$ cat src/rtl/divisor_pkg.sv
// Shared types and constants for the divisor arbiter slice: FSM states,
// bus width of the serial Divisor unit and the divide-by-zero quotient.
package divisor_pkg;

   localparam int DATA_W = 6;
   localparam logic [DATA_W-1:0] DZ_QUOT = 6'h3F;

   typedef enum logic [2:0] {
      IDLE,
      LD_DEND,
      LD_DSOR,
      WAIT,
      RD_Q,
      RD_R,
      DONE
   } state_t;

   // Round-robin successor of an index in a ring of n entries.
   function automatic int wrapInc(input int idx, input int n);
      return (idx + 1 >= n) ? 0 : idx + 1;
   endfunction

endpackage

$ cat src/rtl/rr_arbiter.sv
// Combinational round-robin picker: one-hot grant to the first request bit
// found at or after the pointer, wrapping past the top index.
module rr_arbiter #(
   parameter int NREQ  = 4,
   parameter int PTR_W = $clog2(NREQ)
) (
   input  logic [NREQ-1:0]  i_req,
   input  logic [PTR_W-1:0] i_ptr,
   output logic [NREQ-1:0]  o_gnt
);

   logic [PTR_W-1:0] w_idx;
   logic             w_found;

   always_comb begin
      o_gnt   = '0;
      w_found = 1'b0;
      w_idx   = '0;
      for (int i = 0; i < NREQ; i++) begin
         w_idx = PTR_W'((int'(i_ptr) + i) % NREQ);
         if (!w_found && i_req[w_idx]) begin
            o_gnt[w_idx] = 1'b1;
            w_found      = 1'b1;
         end
      end
   end

endmodule

$ cat src/rtl/divisor_arbiter.sv
// Shares one bus-serial Divisor among NREQ requesters with round-robin grant.
// Optional macro DIVZERO_CHK_EN short-circuits zero divisors and adds dz_err.
module divisor_arbiter
   import divisor_pkg::*;
#(
   parameter int NREQ        = 4,
   parameter int DIV_LATENCY = 7
) (
   input  logic                   clk,
   input  logic                   rst_n,
   input  logic [NREQ-1:0]        req,
   input  logic [NREQ*DATA_W-1:0] dividend,
   input  logic [NREQ*DATA_W-1:0] divisor,
   output logic [NREQ-1:0]        gnt,
   output logic                   done,
   output logic [DATA_W-1:0]      quotient,
   output logic [DATA_W-1:0]      remainder,
   output logic                   busy,
   output logic                   div_start,
   output logic [DATA_W-1:0]      div_in,
   input  logic [DATA_W-1:0]      div_out
`ifdef DIVZERO_CHK_EN
   ,
   output logic                   dz_err
`endif
);

   localparam int PTR_W = $clog2(NREQ);
   localparam int CNT_W = (DIV_LATENCY > 1) ? $clog2(DIV_LATENCY) : 1;

   state_t              r_state;
   state_t              w_nextState;
   logic [NREQ-1:0]     r_gnt;
   logic [PTR_W-1:0]    r_owner;
   logic [PTR_W-1:0]    r_rrPtr;
   logic [CNT_W-1:0]    r_cnt;
   logic [DATA_W-1:0]   r_quot;
   logic [DATA_W-1:0]   r_rem;
   logic [NREQ-1:0]     w_arbGnt;
   logic [PTR_W-1:0]    w_arbIdx;
   logic [DATA_W-1:0]   w_ownDend;
   logic [DATA_W-1:0]   w_ownDsor;
   logic                w_divZero;
`ifdef DIVZERO_CHK_EN
   logic                r_dzErr;
`endif

   rr_arbiter #(
      .NREQ  (NREQ),
      .PTR_W (PTR_W)
   ) u_rrArbiter (
      .i_req (req),
      .i_ptr (r_rrPtr),
      .o_gnt (w_arbGnt)
   );

   always_comb begin
      w_arbIdx  = '0;
      w_ownDend = '0;
      w_ownDsor = '0;
      for (int i = 0; i < NREQ; i++) begin
         if (w_arbGnt[i]) begin
            w_arbIdx = PTR_W'(i);
         end
         if (r_owner == PTR_W'(i)) begin
            w_ownDend = dividend[i*DATA_W +: DATA_W];
            w_ownDsor = divisor[i*DATA_W +: DATA_W];
         end
      end
   end

`ifdef DIVZERO_CHK_EN
   assign w_divZero = (w_ownDsor == '0);
`else
   assign w_divZero = 1'b0;
`endif

   always_ff @(posedge clk or negedge rst_n) begin
      if (!rst_n) begin
         r_state <= IDLE;
      end else begin
         r_state <= w_nextState;
      end
   end

   always_comb begin
      w_nextState = r_state;
      div_start   = 1'b0;
      div_in      = '0;
      done        = 1'b0;
      case (r_state)
         IDLE: begin
            if (|req) begin
               w_nextState = LD_DEND;
            end
         end
         LD_DEND: begin
            if (w_divZero) begin
               w_nextState = DONE;
            end else begin
               div_start   = 1'b1;
               div_in      = w_ownDend;
               w_nextState = LD_DSOR;
            end
         end
         LD_DSOR: begin
            div_in      = w_ownDsor;
            w_nextState = WAIT;
         end
         WAIT: begin
            if (r_cnt == '0) begin
               w_nextState = RD_Q;
            end
         end
         RD_Q:    w_nextState = RD_R;
         RD_R:    w_nextState = DONE;
         DONE: begin
            done        = 1'b1;
            w_nextState = IDLE;
         end
         default: w_nextState = IDLE;
      endcase
   end

   // Ownership, latency counter and result capture follow the FSM state.
   always_ff @(posedge clk or negedge rst_n) begin
      if (!rst_n) begin
         r_gnt   <= '0;
         r_owner <= '0;
         r_rrPtr <= '0;
         r_cnt   <= '0;
         r_quot  <= '0;
         r_rem   <= '0;
`ifdef DIVZERO_CHK_EN
         r_dzErr <= 1'b0;
`endif
      end else begin
         case (r_state)
            IDLE: begin
               if (|req) begin
                  r_gnt   <= w_arbGnt;
                  r_owner <= w_arbIdx;
`ifdef DIVZERO_CHK_EN
                  r_dzErr <= 1'b0;
`endif
               end
            end
            LD_DEND: begin
               if (w_divZero) begin
                  r_quot  <= DZ_QUOT;
                  r_rem   <= w_ownDend;
`ifdef DIVZERO_CHK_EN
                  r_dzErr <= 1'b1;
`endif
               end
            end
            LD_DSOR: r_cnt <= CNT_W'(DIV_LATENCY - 1);
            WAIT: begin
               if (r_cnt != '0) begin
                  r_cnt <= r_cnt - 1'b1;
               end
            end
            RD_Q:    r_quot <= div_out;
            RD_R:    r_rem  <= div_out;
            DONE: begin
               r_gnt   <= '0;
               r_rrPtr <= PTR_W'(wrapInc(int'(r_owner), NREQ));
            end
            default: ;
         endcase
      end
   end

   assign gnt       = r_gnt;
   assign busy      = (r_state != IDLE);
   assign quotient  = r_quot;
   assign remainder = r_rem;
`ifdef DIVZERO_CHK_EN
   assign dz_err    = done & r_dzErr;
`endif

endmodule
$ cat config.mk
export PLATFORM = sky130hd
export DESIGN_NAME = divisor_arbiter
export DESIGN_NICKNAME = d
export VERILOG_FILES = /design/src/rtl/divisor_pkg.sv /design/src/rtl/rr_arbiter.sv /design/src/rtl/divisor_arbiter.sv
export SDC_FILE = /design/constraint.sdc
export NUM_CORES = 1
export LEC_CHECK = 0
export BUFFER_PORTS_ARGS = -buffer_cell sky130_fd_sc_hd__buf_2
export CORE_ASPECT_RATIO = 1.4
export CORE_UTILIZATION = 50
export CTS_BUF_LIST = sky130_fd_sc_hd__clkbuf_16
export CTS_CLUSTER_SIZE = 12
export DETAILED_ROUTE_END_ITERATION = 6
export GPL_ROUTABILITY_DRIVEN = 1
export GPL_TIMING_DRIVEN = 0
export PLACE_DENSITY_LB_ADDON = 0.05
export SETUP_SLACK_MARGIN = 0.15
export SYNTH_ARGS = -nofsm -noshare
export SYNTH_HDL_FRONTEND = slang
export SYNTH_SLANG_ARGS = --single-unit
$ cat constraint.sdc
create_clock -name clk -period 4.27 [get_ports clk]
set_input_delay 0.427 -clock clk [delete_from_list [all_inputs] [get_ports clk]]
set_output_delay 0.427 -clock clk [all_outputs]
set_load 0.03 [all_outputs]
==> out/results.ini <==
[finish]
fillers = 299
post-route-util = 0.705
seq_area_um2 = 651
antenna_cells = 0
num-nets-final = 348
syn_to_final_growth_pct = 30.7
multi_input_area_um2 = 1140
drive_gt1_frac = 0.404

[floorplanning]
fp.dieH_um = 74.4
die_width_um = 53.7
pin_count = 85
die_area_um2 = 4000
rows = 25
start_util = 0.539
core_area_um2 = 3470

[drt]
first_pass_iters = 4
routed_wl_mm = 4.44
drt_iter0_markers = 33
route.detailed.drc = 0
drt-wirelength-per-cell_um = 14.1
ant_nets = 0
detail_route.vias_per_cell = 5.79
dr_total_vias = 1825

[clock_network]
clkTransAtPathRegs_ns = 0.06
cts_tree = done
cts_made_buffers = 3
cts.sinks = 26
cts_buffer_depth = 2
htree_levels = 1
ctsResizeCount = 0
cts_hold_repair.buffers = 0
insertion_delay_ns = 0.26
cts_root_buf = clkbuf_16
postCtsSetupRepairBufs = 0

[timing]
max_freq_mhz = 331
layout_setup_ws_ns = 1.25
drv_slew = 0
tightest_slew_ns = 0.691
period_share = 0.707
slew_headroom = 0.537
hold_viol = 0
period_minus_slack_ns = 3.02
clock-skew-final_ns = 0.00338
fin_tns_setup_ns = 0
timing.hold.ws_ns = 0.151
rsz0062_at_grt = false
finalSetupViolCount = 0

[worst_setup_path]
r2r_end = gnt[3]
rr_startpoint = r_rrPtr[0]
path_cells = clkbuf_1, nand2b_1, nor2_1, buf_2, a22oi_1, a21oi_1, o21a_1, buf_2
cp-start-kind = flop
cp.arrival_ns = 2.59
cp_max_fo = 10
cp_common_cell = buf_2
reg2reg_depth = 8
critPathSlowestCell = nor2_1
critPathTopFamily = buffers and inverters
crit_path_end_kind = primary output
worstPathRequired_ns = 3.84
slowest_delay_ns = 0.55
crit_buf_inv = 3
r2r_slack_ns = 1.73
path_class = flop to primary output

[global_route]
grt_pass1_wl_mm = 7.31
grt_max_degree = 27
track_usage = 0.250
grt_pass1_vias = 1662
grt-ovfl-total = 0
antenna_found_initial = 0

[logic_synthesis]
synth_nets = 259
synth-seq-area-share = 0.348
ys.flop_type = dfrtp_1
synth-seq-cells = 26
synthesis.area_um2 = 1870
synthCells = 187
netlist-cell-type-count = 33
syn_area_per_cell_um2 = 10.0
yosysWarningCount = 0
synth_edf_count = 0
synthArstFlopShare = 1.00

[job]
maxCapViolCount = 0

[pwr]
finalPower_uw = 1840
p_sw_frac = 0.455
peakVddDrop_uv = 669
seqPwrFrac = 0.224
clock_power_share = 0.145
power_density_nw_per_um2 = 752
p_sw_uw = 837
combPwrFrac = 0.630
p_int_uw = 1000
p_leak_uw = 0.00120

[placement]
place.gp.congestion = 0.748
numPortBuffers = 84
dp_slack_ns = 1.56
hpwl_mm = 3.48

[worst_hold_path]
hold_path.class = primary input to async pin

[outcome]
status = complete, no violations

-- worst max-delay path by stage --
stage | start | endpoint | cells after the start
5_1_grt | r_state[1] | div_in[2] | 8
3_3_place_gp | r_state[2] | div_in[4] | 8
3_5_place_dp | r_state[1] | div_in[2] | 8
6_report | r_state[1] | div_in[0] | 8
2_1_floorplan | r_state[2] | div_in[0] | 6
4_1_cts | r_state[1] | div_in[2] | 8
-- area by class of cell --
type | instances | share of cell area
Buffer | 10 | 0.0189
Clock buffer | 3 | 0.0307
Clock inverter | 1 | 0.0123
Inverter | 9 | 0.0138
Multi-Input combinational cell | 142 | 0.466
Sequential cell | 26 | 0.266
Tap cell | 40 | 0.0204
Timing Repair Buffer | 84 | 0.172
-- synth_stat cells (all sizes together), types with 4 or more instances --
cell type | n | area, um^2
dfrtp | 26 | 651
a22o | 17 | 149
mux2 | 14 | 158
nand2 | 14 | 52.6
ha | 12 | 150
a22oi | 11 | 82.6
o21ai | 11 | 55.1
a21oi | 10 | 50.1
inv | 9 | 33.8
clkbuf | 8 | 30.0
nor2 | 8 | 30.0
a221oi | 7 | 61.3
mux4 | 4 | 90.1
nand3 | 4 | 20.0
nor2b | 4 | 25.0
o21a | 4 | 30.0
-- power by group through the flow --
stage          Sequential, uW  Clock (uW)  Combinational, uW
2_1_floorplan             534           0                763
3_3_place_gp              415           0               1140
3_5_place_dp              415           0               1160
4_1_cts                   413         275               1160
5_1_grt                   429         282               1270
6_report                  413         268               1160
-- layer usage --
layer	vias to the layer above	wire length, um	GRT usage
met5	-	0	0
met4	0	78	0.0877
met3	7	291	0.0389
met2	77	2220	0.443
met1	853	1840	0.298
li1	888	-	-
-- logic make-up (layout without fill, tap and decap cells) --
kind of cell / Yosys count / count (layout) / share of synthesized area
fa+ha+maj: 12 / 12 / 0.0802
mux: 18 / 18 / 0.132
buf+inv: 19 / 107 / 0.0428
compound gates: 68 / 68 / 0.264
flops: 26 / 26 / 0.348
simple gates: 44 / 44 / 0.133
-- registers in the layout, indices dropped and copies added (netlist names) --
signal and count:
r_owner 2, gnt 4, remainder 6, r_cnt 3, quotient 6, r_rrPtr 2
r_state 3
-- worst register-to-register path: stages (launching register included) --
cell	delay, ns
dfrtp_1	0.41
buf_6	0.15
inv_1	0.08
ha_1	0.35
mux4_2	0.62
nand2_1	0.10
o21ai_0	0.07
a221oi_1	0.41
o21ai_0	0.20
-- metrics by stage --
step / area (um^2) / instances
6_report: 2450 / 315
5_1_grt: 2450 / 315
3_3_place_gp: 2340 / 311
2_1_floorplan: 1870 / 187
3_5_place_dp: 2340 / 311
4_1_cts: 2450 / 315
-- layout by cell type (no fill, tap or decap), drive strengths merged --
cell     instances
buf             86
dfrtp           26
a22o            17
nand2           14
mux2            14
ha              12
a22oi           11
o21ai           11
clkbuf          11
a21oi           10
inv              9
nor2             8
a221oi           7
nor2b            4
o21a             4
mux4             4
nand3            4
nand3b           3
and2             3
nor3b            2
nand2b           2
a221o            2
a31oi            2
nor3             1
nor4b            1
or4              1
a2bb2oi          1
o31a             1
o2bb2ai          1
o211ai           1
or3              1
bufinv           1
No activity file was read; power rests on OpenSTA's default activity.
